## src/rtl/cpu_core_pkg.sv

```systemverilog
// Shared definitions for the parametrised multicycle core: opcode values,
// controller state encoding and instruction-shape helpers.
package cpu_core_pkg;

  localparam logic [7:0] OP_HALT = 8'h00;
  localparam logic [7:0] OP_NOP  = 8'h01;
  localparam logic [7:0] OP_IN   = 8'h02;
  localparam logic [7:0] OP_OUT  = 8'h03;
  localparam logic [7:0] OP_JMP  = 8'h04;
  localparam logic [7:0] OP_JZ   = 8'h05;
  localparam logic [7:0] OP_LDI  = 8'h06;
  localparam logic [7:0] OP_LDM  = 8'h07;
  localparam logic [7:0] OP_STM  = 8'h08;
  localparam logic [7:0] OP_ADD  = 8'h09;
  localparam logic [7:0] OP_SUB  = 8'h0A;

  typedef enum logic [3:0] {
    S_IDLE,
    S_FETCH,
    S_DECODE,
    S_OPND,
    S_EXEC,
    S_MEM,
    S_IN_WAIT,
    S_OUT_WAIT,
    S_HALT,
    S_FAULT
  } state_t;

  // Number of operand words following the opcode word.
  function automatic logic [1:0] opnd_count(input logic [7:0] op);
    case (op)
      OP_IN, OP_OUT, OP_JMP:                          return 2'd1;
      OP_JZ, OP_LDI, OP_LDM, OP_STM, OP_ADD, OP_SUB:  return 2'd2;
      default:                                        return 2'd0;
    endcase
  endfunction

  function automatic logic op_defined(input logic [7:0] op);
    return op <= OP_SUB;
  endfunction

endpackage

```

## src/rtl/regfile_param.sv

```systemverilog
// General register file: NUM_REGS x DATA_W, two asynchronous read ports and
// one synchronous write port, cleared by asynchronous reset.
module regfile_param #(
  parameter int DATA_W   = 8,
  parameter int NUM_REGS = 8,
  parameter int RIDX_W   = $clog2(NUM_REGS)
) (
  input  logic              i_clk,
  input  logic              i_reset,
  input  logic [RIDX_W-1:0] rd_addr_a,
  output logic [DATA_W-1:0] rd_data_a,
  input  logic [RIDX_W-1:0] rd_addr_b,
  output logic [DATA_W-1:0] rd_data_b,
  input  logic              wr_en,
  input  logic [RIDX_W-1:0] wr_addr,
  input  logic [DATA_W-1:0] wr_data
);

  logic [DATA_W-1:0] regs [NUM_REGS];

  // Register storage: clear on reset, single write per cycle.
  always_ff @(posedge i_clk or posedge i_reset) begin
    if (i_reset) begin
      for (int unsigned i = 0; i < NUM_REGS; i++) regs[i] <= '0;
    end else if (wr_en) begin
      regs[wr_addr] <= wr_data;
    end
  end

  assign rd_data_a = regs[rd_addr_a];
  assign rd_data_b = regs[rd_addr_b];

endmodule

```

## src/rtl/cpu_core_param.sv

```systemverilog
// Parametrised multicycle CPU core with req/ack memory port, valid/ready
// input and output channels, conditional branch and fault reporting.
module cpu_core_param
  import cpu_core_pkg::*;
#(
  parameter int DATA_W   = 8,
  parameter int ADDR_W   = 8,
  parameter int NUM_REGS = 8
) (
  input  logic              i_clk,
  input  logic              i_reset,
  input  logic              i_start,
  output logic              o_busy,
  output logic              o_fault,
  output logic [ADDR_W-1:0] o_pc,
  output logic              o_mem_req,
  output logic              o_mem_we,
  output logic [ADDR_W-1:0] o_mem_addr,
  output logic [DATA_W-1:0] o_mem_wdata,
  input  logic              i_mem_ack,
  input  logic [DATA_W-1:0] i_mem_rdata,
  input  logic              i_in_valid,
  input  logic [DATA_W-1:0] i_in_data,
  output logic              o_in_ready,
  output logic              o_out_valid,
  output logic [DATA_W-1:0] o_out_data,
  input  logic              i_out_ready
);

  localparam int RIDX_W = $clog2(NUM_REGS);

  state_t            state, state_nx;
  logic [ADDR_W-1:0] pc;
  logic [7:0]        opcode;
  logic [DATA_W-1:0] opnd_a, opnd_b;
  logic              opnd_idx;
  logic              flag_z, flag_c;
  logic              fault_q;

  logic [1:0]        n_opnd;
  logic              last_opnd;
  logic [ADDR_W-1:0] instr_len;
  logic [DATA_W-1:0] rd_a, rd_b;
  logic [DATA_W:0]   sum, diff;
  logic              rf_we;
  logic [DATA_W-1:0] rf_wdata;

  assign n_opnd    = opnd_count(opcode);
  assign last_opnd = (({1'b0, opnd_idx} + 2'd1) == n_opnd);
  assign instr_len = ADDR_W'(n_opnd) + ADDR_W'(1);
  assign sum       = {1'b0, rd_a} + {1'b0, rd_b};
  assign diff      = {1'b0, rd_a} - {1'b0, rd_b};

  // First operand is always the register / JMP target; second is imm/address/rs.
  regfile_param #(
    .DATA_W   (DATA_W),
    .NUM_REGS (NUM_REGS)
  ) u_regfile (
    .i_clk     (i_clk),
    .i_reset   (i_reset),
    .rd_addr_a (opnd_a[RIDX_W-1:0]),
    .rd_data_a (rd_a),
    .rd_addr_b (opnd_b[RIDX_W-1:0]),
    .rd_data_b (rd_b),
    .wr_en     (rf_we),
    .wr_addr   (opnd_a[RIDX_W-1:0]),
    .wr_data   (rf_wdata)
  );

  // State register.
  always_ff @(posedge i_clk or posedge i_reset) begin
    if (i_reset) state <= S_IDLE;
    else         state <= state_nx;
  end

  // Next-state logic; memory ack is only honoured in states that request.
  always_comb begin
    state_nx = state;
    case (state)
      S_IDLE:     if (i_start) state_nx = S_FETCH;
      S_FETCH:    if (i_mem_ack) state_nx = S_DECODE;
      S_DECODE: begin
        if (!op_defined(opcode))  state_nx = S_FAULT;
        else if (opcode == OP_HALT) state_nx = S_HALT;
        else if (n_opnd != 2'd0)  state_nx = S_OPND;
        else                      state_nx = S_EXEC;
      end
      S_OPND: begin
        if (i_mem_ack && last_opnd) begin
          case (opcode)
            OP_IN:         state_nx = S_IN_WAIT;
            OP_OUT:        state_nx = S_OUT_WAIT;
            OP_LDM, OP_STM: state_nx = S_MEM;
            default:       state_nx = S_EXEC;
          endcase
        end
      end
      S_MEM:      if (i_mem_ack) state_nx = S_EXEC;
      S_IN_WAIT:  if (i_in_valid) state_nx = S_EXEC;
      S_OUT_WAIT: if (i_out_ready) state_nx = S_EXEC;
      S_EXEC:     state_nx = S_FETCH;
      default:    state_nx = S_IDLE;
    endcase
  end

  // Outputs decoded from registered state only, so they hold through waits.
  always_comb begin
    o_mem_req   = 1'b0;
    o_mem_we    = 1'b0;
    o_mem_addr  = '0;
    o_mem_wdata = '0;
    o_in_ready  = 1'b0;
    o_out_valid = 1'b0;
    o_out_data  = '0;
    case (state)
      S_FETCH: begin
        o_mem_req  = 1'b1;
        o_mem_addr = pc;
      end
      S_OPND: begin
        o_mem_req  = 1'b1;
        o_mem_addr = pc + ADDR_W'(1) + ADDR_W'(opnd_idx);
      end
      S_MEM: begin
        o_mem_req  = 1'b1;
        o_mem_addr = opnd_b[ADDR_W-1:0];
        if (opcode == OP_STM) begin
          o_mem_we    = 1'b1;
          o_mem_wdata = rd_a;
        end
      end
      S_IN_WAIT:  o_in_ready = 1'b1;
      S_OUT_WAIT: begin
        o_out_valid = 1'b1;
        o_out_data  = rd_a;
      end
      default: ;
    endcase
  end

  assign o_busy  = (state != S_IDLE) && (state != S_HALT) && (state != S_FAULT);
  assign o_fault = fault_q;
  assign o_pc    = pc;

  // Register-file write selection: IN and LDM write on their handshake cycle.
  always_comb begin
    rf_we    = 1'b0;
    rf_wdata = '0;
    case (state)
      S_IN_WAIT: begin
        rf_we    = i_in_valid;
        rf_wdata = i_in_data;
      end
      S_MEM: begin
        rf_we    = i_mem_ack && (opcode == OP_LDM);
        rf_wdata = i_mem_rdata;
      end
      S_EXEC: begin
        case (opcode)
          OP_LDI: begin rf_we = 1'b1; rf_wdata = opnd_b;            end
          OP_ADD: begin rf_we = 1'b1; rf_wdata = sum[DATA_W-1:0];  end
          OP_SUB: begin rf_we = 1'b1; rf_wdata = diff[DATA_W-1:0]; end
          default: ;
        endcase
      end
      default: ;
    endcase
  end

  // Datapath registers: PC, latched instruction words, flags, sticky fault.
  always_ff @(posedge i_clk or posedge i_reset) begin
    if (i_reset) begin
      pc       <= '0;
      opcode   <= '0;
      opnd_a   <= '0;
      opnd_b   <= '0;
      opnd_idx <= 1'b0;
      flag_z   <= 1'b0;
      flag_c   <= 1'b0;
      fault_q  <= 1'b0;
    end else begin
      case (state)
        S_IDLE: begin
          if (i_start) begin
            pc      <= '0;
            fault_q <= 1'b0;
          end
        end
        S_FETCH: begin
          if (i_mem_ack) begin
            opcode   <= i_mem_rdata[7:0];
            opnd_idx <= 1'b0;
          end
        end
        S_DECODE: if (!op_defined(opcode)) fault_q <= 1'b1;
        S_OPND: begin
          if (i_mem_ack) begin
            if (!opnd_idx) opnd_a <= i_mem_rdata;
            else           opnd_b <= i_mem_rdata;
            opnd_idx <= 1'b1;
          end
        end
        S_EXEC: begin
          case (opcode)
            OP_ADD: begin
              flag_z <= (sum[DATA_W-1:0] == '0);
              flag_c <= sum[DATA_W];
            end
            OP_SUB: begin
              flag_z <= (diff[DATA_W-1:0] == '0);
              flag_c <= diff[DATA_W];
            end
            default: ;
          endcase
          if (opcode == OP_JMP)                    pc <= opnd_a[ADDR_W-1:0];
          else if (opcode == OP_JZ && rd_a == '0)  pc <= opnd_b[ADDR_W-1:0];
          else                                     pc <= pc + instr_len;
        end
        default: ;
      endcase
    end
  end

endmodule

```

## config.mk

```make
export PLATFORM = sky130hd
export DESIGN_NAME = cpu_core_param
export DESIGN_NICKNAME = d
export VERILOG_FILES = /design/src/rtl/cpu_core_pkg.sv /design/src/rtl/regfile_param.sv /design/src/rtl/cpu_core_param.sv
export SDC_FILE = /design/constraint.sdc
export NUM_CORES = 1
export LEC_CHECK = 0
export ABC_AREA = 1
export CAP_MARGIN = 40
export CORE_ASPECT_RATIO = 2
export CORE_MARGIN = 2
export CORE_UTILIZATION = 55
export DETAILED_ROUTE_END_ITERATION = 8
export HOLD_SLACK_MARGIN = 0.03
export PLACE_DENSITY = 0.86
export RECOVER_POWER = 100
export SLEW_MARGIN = 20
export SYNTH_ARGS = -nofsm -noshare
export SYNTH_HDL_FRONTEND = slang
export SYNTH_HIERARCHICAL = 1
export SYNTH_SLANG_ARGS = --single-unit
```

## constraint.sdc

```tcl
create_clock -name i_clk -period 6.1 [get_ports i_clk]
set_input_delay 0.61 -clock i_clk [delete_from_list [all_inputs] [get_ports i_clk]]
set_output_delay 0.61 -clock i_clk [all_outputs]
set_load 0.02 [all_outputs]
```

==> impl_metrics.tcl <==
set metrics [dict create \
    cp.required_ps 5490 \
    vdd_drop_max_uv 325 \
    wl_um 23200 \
    violations "max-capacitance violations, max-slew violations" \
    yosysSeqAreaShare 0.352 \
    clock_path_buffers 2 \
    utilization 0.627 \
    worst_hold_slack_ps 489 \
    grt_pass1_vias 7248 \
    die_y_um 166 \
    gp_congestion 1.02 \
    fmax_ghz 0.233 \
    ys_seq_elements 102 \
    grt_max_degree 65 \
    grt_pass1_wl_um 36900 \
    final_cell_area_mm2 0.00810 \
    outcome "finished with violations" \
    relSlewSlack -0.955 \
    clkTransAtPathRegs_ps 90 \
    grt-ovfl-total 0 \
    place_hpwl_um 17500 \
    syn-cell-area_mm2 0.00725 \
    core_mm2 0.0129 \
    startpoint_type "flop" \
    hold-path-cell-count 2 \
    finalCritPeriodShare 0.704 \
    crit_arrival_ps 3680 \
    synth-edff-count 0 \
    first_iter_violations 790 \
    path_delay_family "buffers and inverters" \
    vias 7521 \
    crit_buf_inv 5 \
    post_cts_buffers 0 \
    clk-insertion-delay-late_ps 360 \
    syn_inst 1109 \
    finalSetupViolCount 0 \
    wl_per_cell_um 17.8 \
    cp_max_fo 37 \
    root_buffer "clkbuf_16" \
    p_leak_nw 4.20 \
    rows 59 \
    p_per_area_mw_per_mm2 494 \
    syn_to_final_growth_pct 11.7 \
    diodes 0 \
    drv_cap 2 \
    io_pins 60 \
    portBuffers 59 \
    drt_pre_antenna_iters 5 \
    htreeDepth 3 \
    avgViaCountPerCell 5.75 \
    worst-slew-pin-transition_ps 2930 \
    worst_path_max_delay_cell "clkbuf_1" \
    synthArstFlopShare 1.00 \
    drive_gt1_frac 0.0407 \
    synth_nets 1145 \
    holdPathEnd "u_regfile/regs[17]" \
    grt.total_usage 0.335 \
    tritoncts "built" \
    cts_repair_resize_count 0 \
    syn_area_per_cell_um2 6.54 \
    period_minus_slack_ps 4290 \
    cp-end-kind "primary output" \
    rrSetupSlack_ps 1810 \
    crit_chain "buf_4 > inv_1 > clkbuf_1 > nand2_1 > nand3_1 > nand2_1 > nand2_1 > nand2_1 > inv_1 > nor2_1 > dlygate4sd3_1" \
    r2r_cells 21 \
    rsz0062_at_grt "false" \
    rr_startpoint "opnd_a[0]" \
    antenna_found_initial 0 \
    nNetsFinal 1187 \
    min_from "u_regfile/regs[17]" \
    synthFlopType "dfrtp_1" \
    holdBufCountCts 0 \
    drc_errors 0 \
    r2r_end "u_regfile/regs[60]" \
    cp_common_cell "nand2_1" \
    critPathMaxStageDelay_ps 1080 \
    report.final.slew_viol_count 95 \
    die_w_um 85.2 \
    skew_ps 19.1 \
    hold_viol 0 \
    worstSetupPathType "flop to primary output" \
    placed_area_mm2 0.00789 \
    hold_class "flop to flop" \
    initial_core_util 0.561 \
    cts_sinks 102 \
    cts_buffers 9 \
    ant_nets 0 \
    die_area_mm2 0.0142 \
    yosysWarnings 6 \
    tns_ps 0 \
    synthDistinctLibCells 40 \
]
## metrics by stage
step	worst slack, ps	total power [W]	cells
floorplan	3120	0.00274	1109
global placement	2430	0.00332	1290
global route	1320	0.00434	1308
CTS	2340	0.00400	1307
finish	1810	0.00401	1308
detailed placement	2370	0.00338	1291
## power by group
group | internal (W) | switching [W]
sequential | 0.000783 | 0.000136
clock | 0.000302 | 0.000312
combinational | 0.000804 | 0.00167
total | 0.00189 | 0.00212
## cells by family after synthesis
logic type                 after synthesis  synth area share
and+or+nand+nor                        617             0.364
DFF                                    102             0.352
AOI/OAI and AO/OA                      157             0.127
adders and majority gates               14            0.0262
xor gates and xnor gates                 9            0.0109
buffers and inverters                  210             0.120
## registers in the layout, summed over array words and instances, names as in the netlist
name	flops
o_fault	1
o_pc	8
opcode	8
opnd_a	8
opnd_b	8
opnd_idx	1
state	4
u_regfile/regs	64
## worst register-to-register path: stages, from the launching register on
cell and delay [ps]:
dfrtp_1 370, buf_4 250, inv_1 110, clkbuf_1 1080
nand2_1 140, nand3_1 150, nand2_1 80, nand2_1 60
nand2_1 60, inv_1 270, ha_1 250, fa_1 170
inv_1 80, nand2_1 90, a21oi_1 80, o21ai_0 150
nand2_1 70, o21ai_0 210, nand2_1 70, nand3_1 130
inv_1 130, o21ai_0 180
## how the worst max path moves through the flow
stage	from	endpoint	slack, ps	cells past startpoint
3_3_place_gp	opnd_b[1]	u_regfile/regs[13]	2430	21
5_1_grt	i_reset	u_regfile/regs[62]	1320	4
6_report	opnd_a[0]	o_out_data[1]	1810	11
2_1_floorplan	opnd_b[0]	u_regfile/regs[63]	3120	25
4_1_cts	opnd_b[1]	u_regfile/regs[13]	2340	22
3_5_place_dp	opnd_b[1]	u_regfile/regs[13]	2370	22
## metal layers
metal | track usage | wire length (µm) | vias up
li1 | - | - | 3563
met1 | 0.343 | 7850 | 3446
met2 | 0.582 | 11900 | 384
met3 | 0.0487 | 1260 | 128
met4 | 0.275 | 2210 | 0
met5 | 0 | 0 | -
## cells in the final DEF (no fill, tap or decap), types with 2 or more instances in the layout
master,Yosys,routed
nand2_1,418,424
inv_1,167,167
o21ai_0,101,113
nand3_1,106,107
dfrtp_1,102,102
nor2_1,53,57
dlygate4sd3_1,0,38
clkdlybuf4s50_1,0,21
ha_1,12,12
a21oi_1,10,10
clkbuf_16,0,9
xor2_1,8,8
o22ai_1,7,7
nand4_1,7,7
o211ai_1,7,7
o221ai_1,7,7
o21ai_2,17,6
nand2_2,8,5
nor3_1,4,4
buf_4,3,4
clkbuf_1,7,4
inv_2,4,3
nor2_2,5,3
nor3_4,3,3
inv_8,0,3
clkinv_8,0,3
nand3_2,3,2
clkinv_1,1,2
o21bai_1,2,2
nand3b_1,2,2
fa_1,2,2
## synthesized netlist by cell type, types with 3 or more instances
master | instances | share of area
nand3_2 | 3 | 0.0041
inv_2 | 4 | 0.0021
nand2_2 | 8 | 0.0069
inv_1 | 167 | 0.086
xor2_1 | 8 | 0.0097
ha_1 | 12 | 0.021
nand3_1 | 106 | 0.073
o22ai_1 | 7 | 0.0060
o21ai_2 | 17 | 0.021
clkbuf_1 | 7 | 0.0036
o211ai_1 | 7 | 0.0072
a21oi_1 | 10 | 0.0069
buf_6 | 6 | 0.0093
o21ai_0 | 101 | 0.070
nor2_1 | 53 | 0.027
nand2_4 | 3 | 0.0047
nand2_1 | 418 | 0.22
nand4_1 | 7 | 0.0060
o221ai_1 | 7 | 0.0085
buf_4 | 3 | 0.0031
nor3_4 | 3 | 0.0067
buf_2 | 19 | 0.013
dfrtp_1 | 102 | 0.35
nor2_2 | 5 | 0.0043
nor3_1 | 4 | 0.0028
## area by class of cell
class	instances	area [µm²]
clock buffers	9	225
clock inverters	7	98.8
fillers	1186	4810
inverters	173	651
multi-input cells	797	3720
flip-flops and latches	102	2550
well taps	152	190
repair buffers	68	663
(Power assumes the default switching activity.)
